## config.mk

```make
export PLATFORM = sky130hd
export DESIGN_NAME = mem_io_bridge
export DESIGN_NICKNAME = d
export VERILOG_FILES = /design/src/rtl/mem_io_pkg.sv /design/src/rtl/mem_io_bridge_byte_fifo.sv /design/src/rtl/mem_io_bridge.sv
export SDC_FILE = /design/constraint.sdc
export NUM_CORES = 1
export LEC_CHECK = 0
export CORE_UTILIZATION = 62
export DETAILED_ROUTE_END_ITERATION = 10
export PLACE_DENSITY = 0.85
export SYNTH_ARGS = -nofsm -noshare
export SYNTH_HDL_FRONTEND = slang
export SYNTH_SLANG_ARGS = --single-unit
export TNS_END_PERCENT = 100
```

## constraint.sdc

```tcl
create_clock -name clk -period 5.8 [get_ports clk]
set_input_delay 1.16 -clock clk [delete_from_list [all_inputs] [get_ports clk]]
set_output_delay 1.16 -clock clk [all_outputs]
set_load 0.02 [all_outputs]
```

## src/rtl/mem_io_pkg.sv

```systemverilog
// Shared decode constants and status-byte packing for the CPU memory/I-O bridge.
package mem_io_pkg;

    localparam logic [1:0]  IO_SEL    = 2'b11;
    localparam int unsigned OFF_BIT   = 2;
    localparam int unsigned ST_RXNE   = 0;
    localparam int unsigned ST_TXFULL = 1;
    localparam int unsigned ST_DONE   = 2;

    function automatic logic [7:0] status_byte(input logic done,
                                               input logic tx_full,
                                               input logic rx_nempty);
        logic [7:0] s;
        s            = '0;
        s[ST_RXNE]   = rx_nempty;
        s[ST_TXFULL] = tx_full;
        s[ST_DONE]   = done;
        return s;
    endfunction

endpackage

```

## src/rtl/mem_io_bridge_byte_fifo.sv

```systemverilog
// Circular byte FIFO with one extra pointer bit to tell full from empty.
module byte_fifo #(
    parameter int unsigned DEPTH = 16
) (
    input  logic       clk,
    input  logic       rst,
    input  logic       push,
    input  logic       pop,
    input  logic [7:0] din,
    output logic [7:0] dout,
    output logic       full,
    output logic       empty
);

    localparam int unsigned AW = $clog2(DEPTH);

    logic [AW:0] r_wp;
    logic [AW:0] r_rp;
    logic [7:0]  r_mem [DEPTH];

    logic w_do_push;
    logic w_do_pop;

    assign empty = (r_wp == r_rp);
    assign full  = (r_wp[AW] != r_rp[AW]) && (r_wp[AW-1:0] == r_rp[AW-1:0]);
    assign dout  = r_mem[r_rp[AW-1:0]];

    // A push onto a full FIFO is accepted only when the head leaves in the same cycle.
    assign w_do_pop  = pop & ~empty;
    assign w_do_push = push & (~full | w_do_pop);

    always_ff @(posedge clk or posedge rst) begin
        if (rst) begin
            r_wp <= '0;
            r_rp <= '0;
        end else begin
            if (w_do_push) r_wp <= r_wp + 1'b1;
            if (w_do_pop)  r_rp <= r_rp + 1'b1;
        end
    end

    always_ff @(posedge clk) begin
        if (w_do_push) r_mem[r_wp[AW-1:0]] <= din;
    end

endmodule

```

## src/rtl/mem_io_bridge.sv

```systemverilog
// Routes CPU byte accesses to synchronous RAM or to the TX/RX/status I/O window,
// returning all read data with the same 1-cycle latency.
module mem_io_bridge
    import mem_io_pkg::*;
#(
    parameter int unsigned ADDR_W     = 17,
    parameter int unsigned FIFO_DEPTH = 16
) (
    input  logic              clk,
    input  logic              rst,
    input  logic [31:0]       cpu_a,
    input  logic              cpu_wr,
    input  logic [7:0]        cpu_wn,
    output logic [7:0]        cpu_rn,
    output logic [ADDR_W-1:0] ram_a,
    output logic              ram_wr,
    output logic [7:0]        ram_wn,
    input  logic [7:0]        ram_rn,
    output logic [7:0]        tx_data,
    output logic              tx_valid,
    input  logic              tx_ready,
    input  logic [7:0]        rx_data,
    input  logic              rx_valid,
    output logic              rx_ready,
    output logic              done,
    output logic              tx_ovf
);

    logic       w_io;
    logic       w_rd_data;
    logic       w_wr_data;
    logic       w_wr_stat;
    logic       w_tx_pop;
    logic       w_tx_full;
    logic       w_tx_empty;
    logic       w_rx_pop;
    logic       w_rx_push;
    logic       w_rx_full;
    logic       w_rx_empty;
    logic [7:0] w_rx_head;
    logic [7:0] w_io_rd;
    logic       w_unused;

    logic       r_io_q;
    logic [7:0] r_io_rd_q;
    logic       r_rd_data_q;
    logic       r_done;
    logic       r_tx_ovf;

    assign w_unused  = &{1'b0, cpu_a};

    assign w_io      = (cpu_a[17:16] == IO_SEL);
    assign w_rd_data = w_io & ~cpu_a[OFF_BIT] & ~cpu_wr;
    assign w_wr_data = w_io & ~cpu_a[OFF_BIT] &  cpu_wr;
    assign w_wr_stat = w_io &  cpu_a[OFF_BIT] &  cpu_wr;

    assign ram_a  = cpu_a[ADDR_W-1:0];
    assign ram_wn = cpu_wn;
    assign ram_wr = cpu_wr & ~w_io;

    assign w_tx_pop  = ~w_tx_empty & tx_ready;
    assign w_rx_push = rx_valid & ~w_rx_full;
    assign w_rx_pop  = w_rd_data & ~r_rd_data_q & ~w_rx_empty;

    assign tx_valid = ~w_tx_empty;
    assign rx_ready = ~w_rx_full;
    assign done     = r_done;
    assign tx_ovf   = r_tx_ovf;

    always_comb begin
        w_io_rd = '0;
        if (cpu_a[OFF_BIT]) w_io_rd = status_byte(r_done, w_tx_full, ~w_rx_empty);
        else if (!w_rx_empty) w_io_rd = w_rx_head;
    end

    assign cpu_rn = r_io_q ? r_io_rd_q : ram_rn;

    always_ff @(posedge clk or posedge rst) begin
        if (rst) begin
            r_io_q      <= 1'b1;
            r_io_rd_q   <= '0;
            r_rd_data_q <= 1'b0;
            r_done      <= 1'b0;
            r_tx_ovf    <= 1'b0;
        end else begin
            r_io_q      <= w_io;
            r_rd_data_q <= w_rd_data;
            // A held DATA read keeps the byte it popped, not the new head behind it.
            if (!(w_rd_data && r_rd_data_q)) r_io_rd_q <= w_io_rd;
            if (w_wr_stat) r_done <= 1'b1;
            if (w_wr_data && w_tx_full && !w_tx_pop) r_tx_ovf <= 1'b1;
        end
    end

    byte_fifo #(.DEPTH(FIFO_DEPTH)) u_tx_fifo (
        .clk   (clk),
        .rst   (rst),
        .push  (w_wr_data),
        .pop   (w_tx_pop),
        .din   (cpu_wn),
        .dout  (tx_data),
        .full  (w_tx_full),
        .empty (w_tx_empty)
    );

    byte_fifo #(.DEPTH(FIFO_DEPTH)) u_rx_fifo (
        .clk   (clk),
        .rst   (rst),
        .push  (w_rx_push),
        .pop   (w_rx_pop),
        .din   (rx_data),
        .dout  (w_rx_head),
        .full  (w_rx_full),
        .empty (w_rx_empty)
    );

endmodule

```

==> qor.tcl <==
set qor(outcome) {completed}
set qor(timing.critical_path.to_type) {primary output}
set qor(number_of_failing_setup_endpoints_in_the_final_timing_report) 0
set qor(cellPowerDensity_nw_per_um2) 458
set qor(dr_total_vias) 5772
set qor(r2r_setup_slack_ps) 2640
set qor(cts_tree) {done}
set qor(clk_transition_reported_paths_ps) 60
set qor(cell_area_after_synthesis_um2) 11800
set qor(core_area_um2) 18600
set qor(total_leakage_power_nw) 4.48
set qor(finalWirelength_mm) 22.9
set qor(grt.overflow.total) 0
set qor(timing.critical_path.cells) {buf_4 -> mux4_2 -> mux2i_1 -> a21oi_1 -> clkdlybuf4s50_1}
set qor(instances_no_fill) 916
set qor(ctsResizeCount) 0
set qor(synth-seq-cells) 288
set qor(yosys.cell_types.count) 44
set qor(yosysWarningCount) 0
set qor(worst_slew_pin_slew_ps) 1220
set qor(final_design_area_no_fill_um2) 13300
set qor(die_y_um) 140
set qor(sw_frac) 0.306
set qor(p_sw_mw) 1.86
set qor(clock_path_buffers) 3
set qor(finalNetCount) 732
set qor(syn_avg_cell_area_um2) 19.2
set qor(synthCells) 614
set qor(timing.final.max_slew_violations) 0
set qor(postLayoutCoreUtil) 0.712
set qor(clock_tree_root) {sky130_fd_sc_hd__clkbuf_16}
set qor(setup_slack_placement_ps) 1700
set qor(largest_net_degree_at_the_start_of_global_routing) 37
set qor(globalRouteTotalUtil) 0.244
set qor(worst-setup-path-type) {reg -> out}
set qor(rsz0062_at_grt) {no}
set qor(ios) 107
set qor(start_util) 0.633
set qor(drt-initial-drc-count) 620
set qor(first_pass_grt_wire_length_mm) 35.0
set qor(max_stage_delay_ps) 1000
set qor(route.detailed.drc) 0
set qor(numPlacedInstances) 864
set qor(tns_ps) 0
set qor(diodes) 0
set qor(syn-num-nets) 685
set qor(dpl.hpwl_mm) 14.1
set qor(drv.max_cap_violation_count) 0
set qor(gp_congestion) 0.806
set qor(comb_power_share) 0.281
set qor(critical_path_arrival_ps) 3370
set qor(design.die.area_um2) 19600
set qor(power.share.sequential) 0.445
set qor(hold_class) {reg -> reg}
set qor(avgRoutedWirePerCell_um) 25.0
set qor(max_slew_headroom_at_the_worst_pin) 0.181
set qor(drive_above_1_share) 0.199
set qor(crit_path_max_fanout) 29
set qor(die-width_um) 140
set qor(port_buffers) 62
set qor(antenna_violations_before_repair) 0
set qor(buffers_inserted_during_post_cts_setup_optimization) 0
set qor(synthToLayoutAreaGrowth_pct) 12.5
set qor(finalWorstSetupSlack_ps) 1270
set qor(fin_worst_skew_ps) 21.7
set qor(cts_inserted_buffers) 28
set qor(setup.worst_path.start_class) {register}
set qor(ys_seq_area_frac) 0.720
set qor(internal_power_mw) 4.21
set qor(hold_buffers) 0
set qor(clock_tree.htree_level_count) 1
set qor(irDropWorstVdd_uv) 437
set qor(critPathRequiredTime_ps) 4640
set qor(layout_worst_path_cycle_share) 0.781
set qor(min_period_ps) 4530
set qor(worstSkewPairLatency_ps) 540
set qor(clkSinkCount) 288
set qor(number_of_search_and_repair_iterations_in_the_first_detailed_routing_pass) 5
set qor(p_clk_frac) 0.274
set qor(final_hold_viol_count) 0
set qor(max_clock_freq_ghz) 0.221
set qor(placement.cell_area_um2) 12400
set qor(route.detailed.vias_per_inst) 6.30
set qor(placement_rows) 50
set qor(route.antenna.remaining_nets) 0
set qor(critical_path.slowest_cell) {sky130_fd_sc_hd__dfrtp_2}
set qor(first_global_vias) 6040
## Yosys cell counts (all sizes together)
library cell,n,share of area
edfxtp,256,0.65
mux4,64,0.12
buf,46,0.029
dfrtp,31,0.066
nand2,23,0.0073
a22oi,16,0.010
and3,15,0.0084
xnor2,15,0.011
clkbuf,13,0.0042
nor2,13,0.0041
xor2,13,0.0097
nor2b,12,0.0064
a21oi,11,0.0050
ha,10,0.011
mux2,10,0.0099
a211oi,9,0.0062
mux2i,9,0.0076
inv,8,0.0025
a22o,6,0.0045
nand4,6,0.0032
nor3,6,0.0025
and2,3,0.0016
o21ai,3,0.0013
nand2b,2,0.0011
nand3,2,0.00085
nor4,2,0.0036
a21boi,1,0.0016
a31o,1,0.00074
a31oi,1,0.00053
a32oi,1,0.00074
dfstp,1,0.0022
nand3b,1,0.00064
nand4b,1,0.00074
nor4b,1,0.0013
o21bai,1,0.00064
or4,1,0.00064
## power by group through the flow
stage	Clock, mW	Combinational (mW)	Sequential [mW]
after detailed placement	0	1.70	2.74
after global placement	0	1.64	2.72
final	1.66	1.71	2.70
after CTS	1.68	1.73	2.70
after global routing	1.76	1.83	2.73
after floorplan	0	1.41	2.55
## flip-flops by register name (all words and copies together) (netlist names)
signal	count
done	1
u_rx_fifo.r_rp	5
u_tx_fifo.r_mem	128
u_rx_fifo.r_wp	5
r_io_q	1
u_tx_fifo.r_rp	5
r_io_rd_q	8
u_rx_fifo.r_mem	128
tx_ovf	1
r_rd_data_q	1
u_tx_fifo.r_wp	5
## worst max-delay path: cells and delay by family, from the launching register on
kind                   cells  cell delay (ps)
buffers and inverters      2              960
DFF                        1             1000
AOI/OAI and AO/OA          1              130
muxes                      2              740
## path summary, 6_finish.rpt
kind                                                from                              end  cells after the start
setup / recovery           u_tx_fifo.r_rp[0]$_DFFE_PP0P_                       tx_data[2]                      5
hold / removal                        tx_ovf$_DFFE_PP0P_               tx_ovf$_DFFE_PP0P_                      1
setup reg to reg           u_rx_fifo.r_rp[0]$_DFFE_PP0P_  u_rx_fifo.r_mem[1][7]$_DFFE_PP_                      6
hold reg to reg                       tx_ovf$_DFFE_PP0P_               tx_ovf$_DFFE_PP0P_                      1
max in group asynchronous                            rst    u_tx_fifo.r_rp[0]$_DFFE_PP0P_                      3
min in group asynchronous                            rst    u_rx_fifo.r_rp[4]$_DFFE_PP0P_                      3
## per-layer routing
metal	wire length (µm)	share of wire	GRT usage	vias up
met2	12600	0.55	0.444	224
met1	8300	0.36	0.303	2976
met4	695	0.030	0.0804	0
met3	1280	0.056	0.0332	54
met5	0	0	0	-
li1	-	-	-	2518
## layout by cell type (no fill, tap or decap), types with 7 or more instances in the layout
cell,instances
sky130_fd_sc_hd__clkbuf_1,8
sky130_fd_sc_hd__nand2_1,23
sky130_fd_sc_hd__clkinv_1,7
sky130_fd_sc_hd__buf_4,14
sky130_fd_sc_hd__dfrtp_1,29
sky130_fd_sc_hd__mux2i_1,9
sky130_fd_sc_hd__clkbuf_16,28
sky130_fd_sc_hd__mux4_2,64
sky130_fd_sc_hd__nor2_1,13
sky130_fd_sc_hd__and3_1,14
sky130_fd_sc_hd__ha_1,10
sky130_fd_sc_hd__nor2b_1,12
sky130_fd_sc_hd__a211oi_1,8
sky130_fd_sc_hd__a22oi_1,16
sky130_fd_sc_hd__xor2_1,13
sky130_fd_sc_hd__xnor2_1,15
sky130_fd_sc_hd__mux2_2,9
sky130_fd_sc_hd__clkdlybuf4s50_1,62
sky130_fd_sc_hd__edfxtp_1,256
sky130_fd_sc_hd__a21oi_1,10
sky130_fd_sc_hd__inv_1,8
## per-stage QoR
| stage | hold slack, ps | power [mW] |
|---|---|---|
| finish | 481 | 6.07 |
| global route | 506 | 6.32 |
| CTS | 479 | 6.12 |
| detailed placement | 461 | 4.44 |
| global placement | 454 | 4.36 |
| floorplan | 433 | 3.96 |
## cell families (layout without fill, tap and decap cells)
logic type      after synthesis  after routing  synth area share
flops                       288            288             0.720
simple gates                 88             88            0.0423
mux                          83             83             0.140
buf+inv                      67            135            0.0353
compound gates               50             50            0.0313
xor+xnor                     28             28            0.0208
fa+ha+maj                    10             10            0.0106
## layout make-up
| type | count | area, µm² |
|---|---|---|
| fill | 1110 | 5370 |
| multi-input combinational | 259 | 2890 |
| timing repair buffer | 76 | 726 |
| clock buffer | 36 | 731 |
| tap | 234 | 293 |
| clock inverter | 15 | 109 |
| inverter | 8 | 30.0 |
| sequential | 288 | 8490 |
Power figures use the tool's default switching activity.
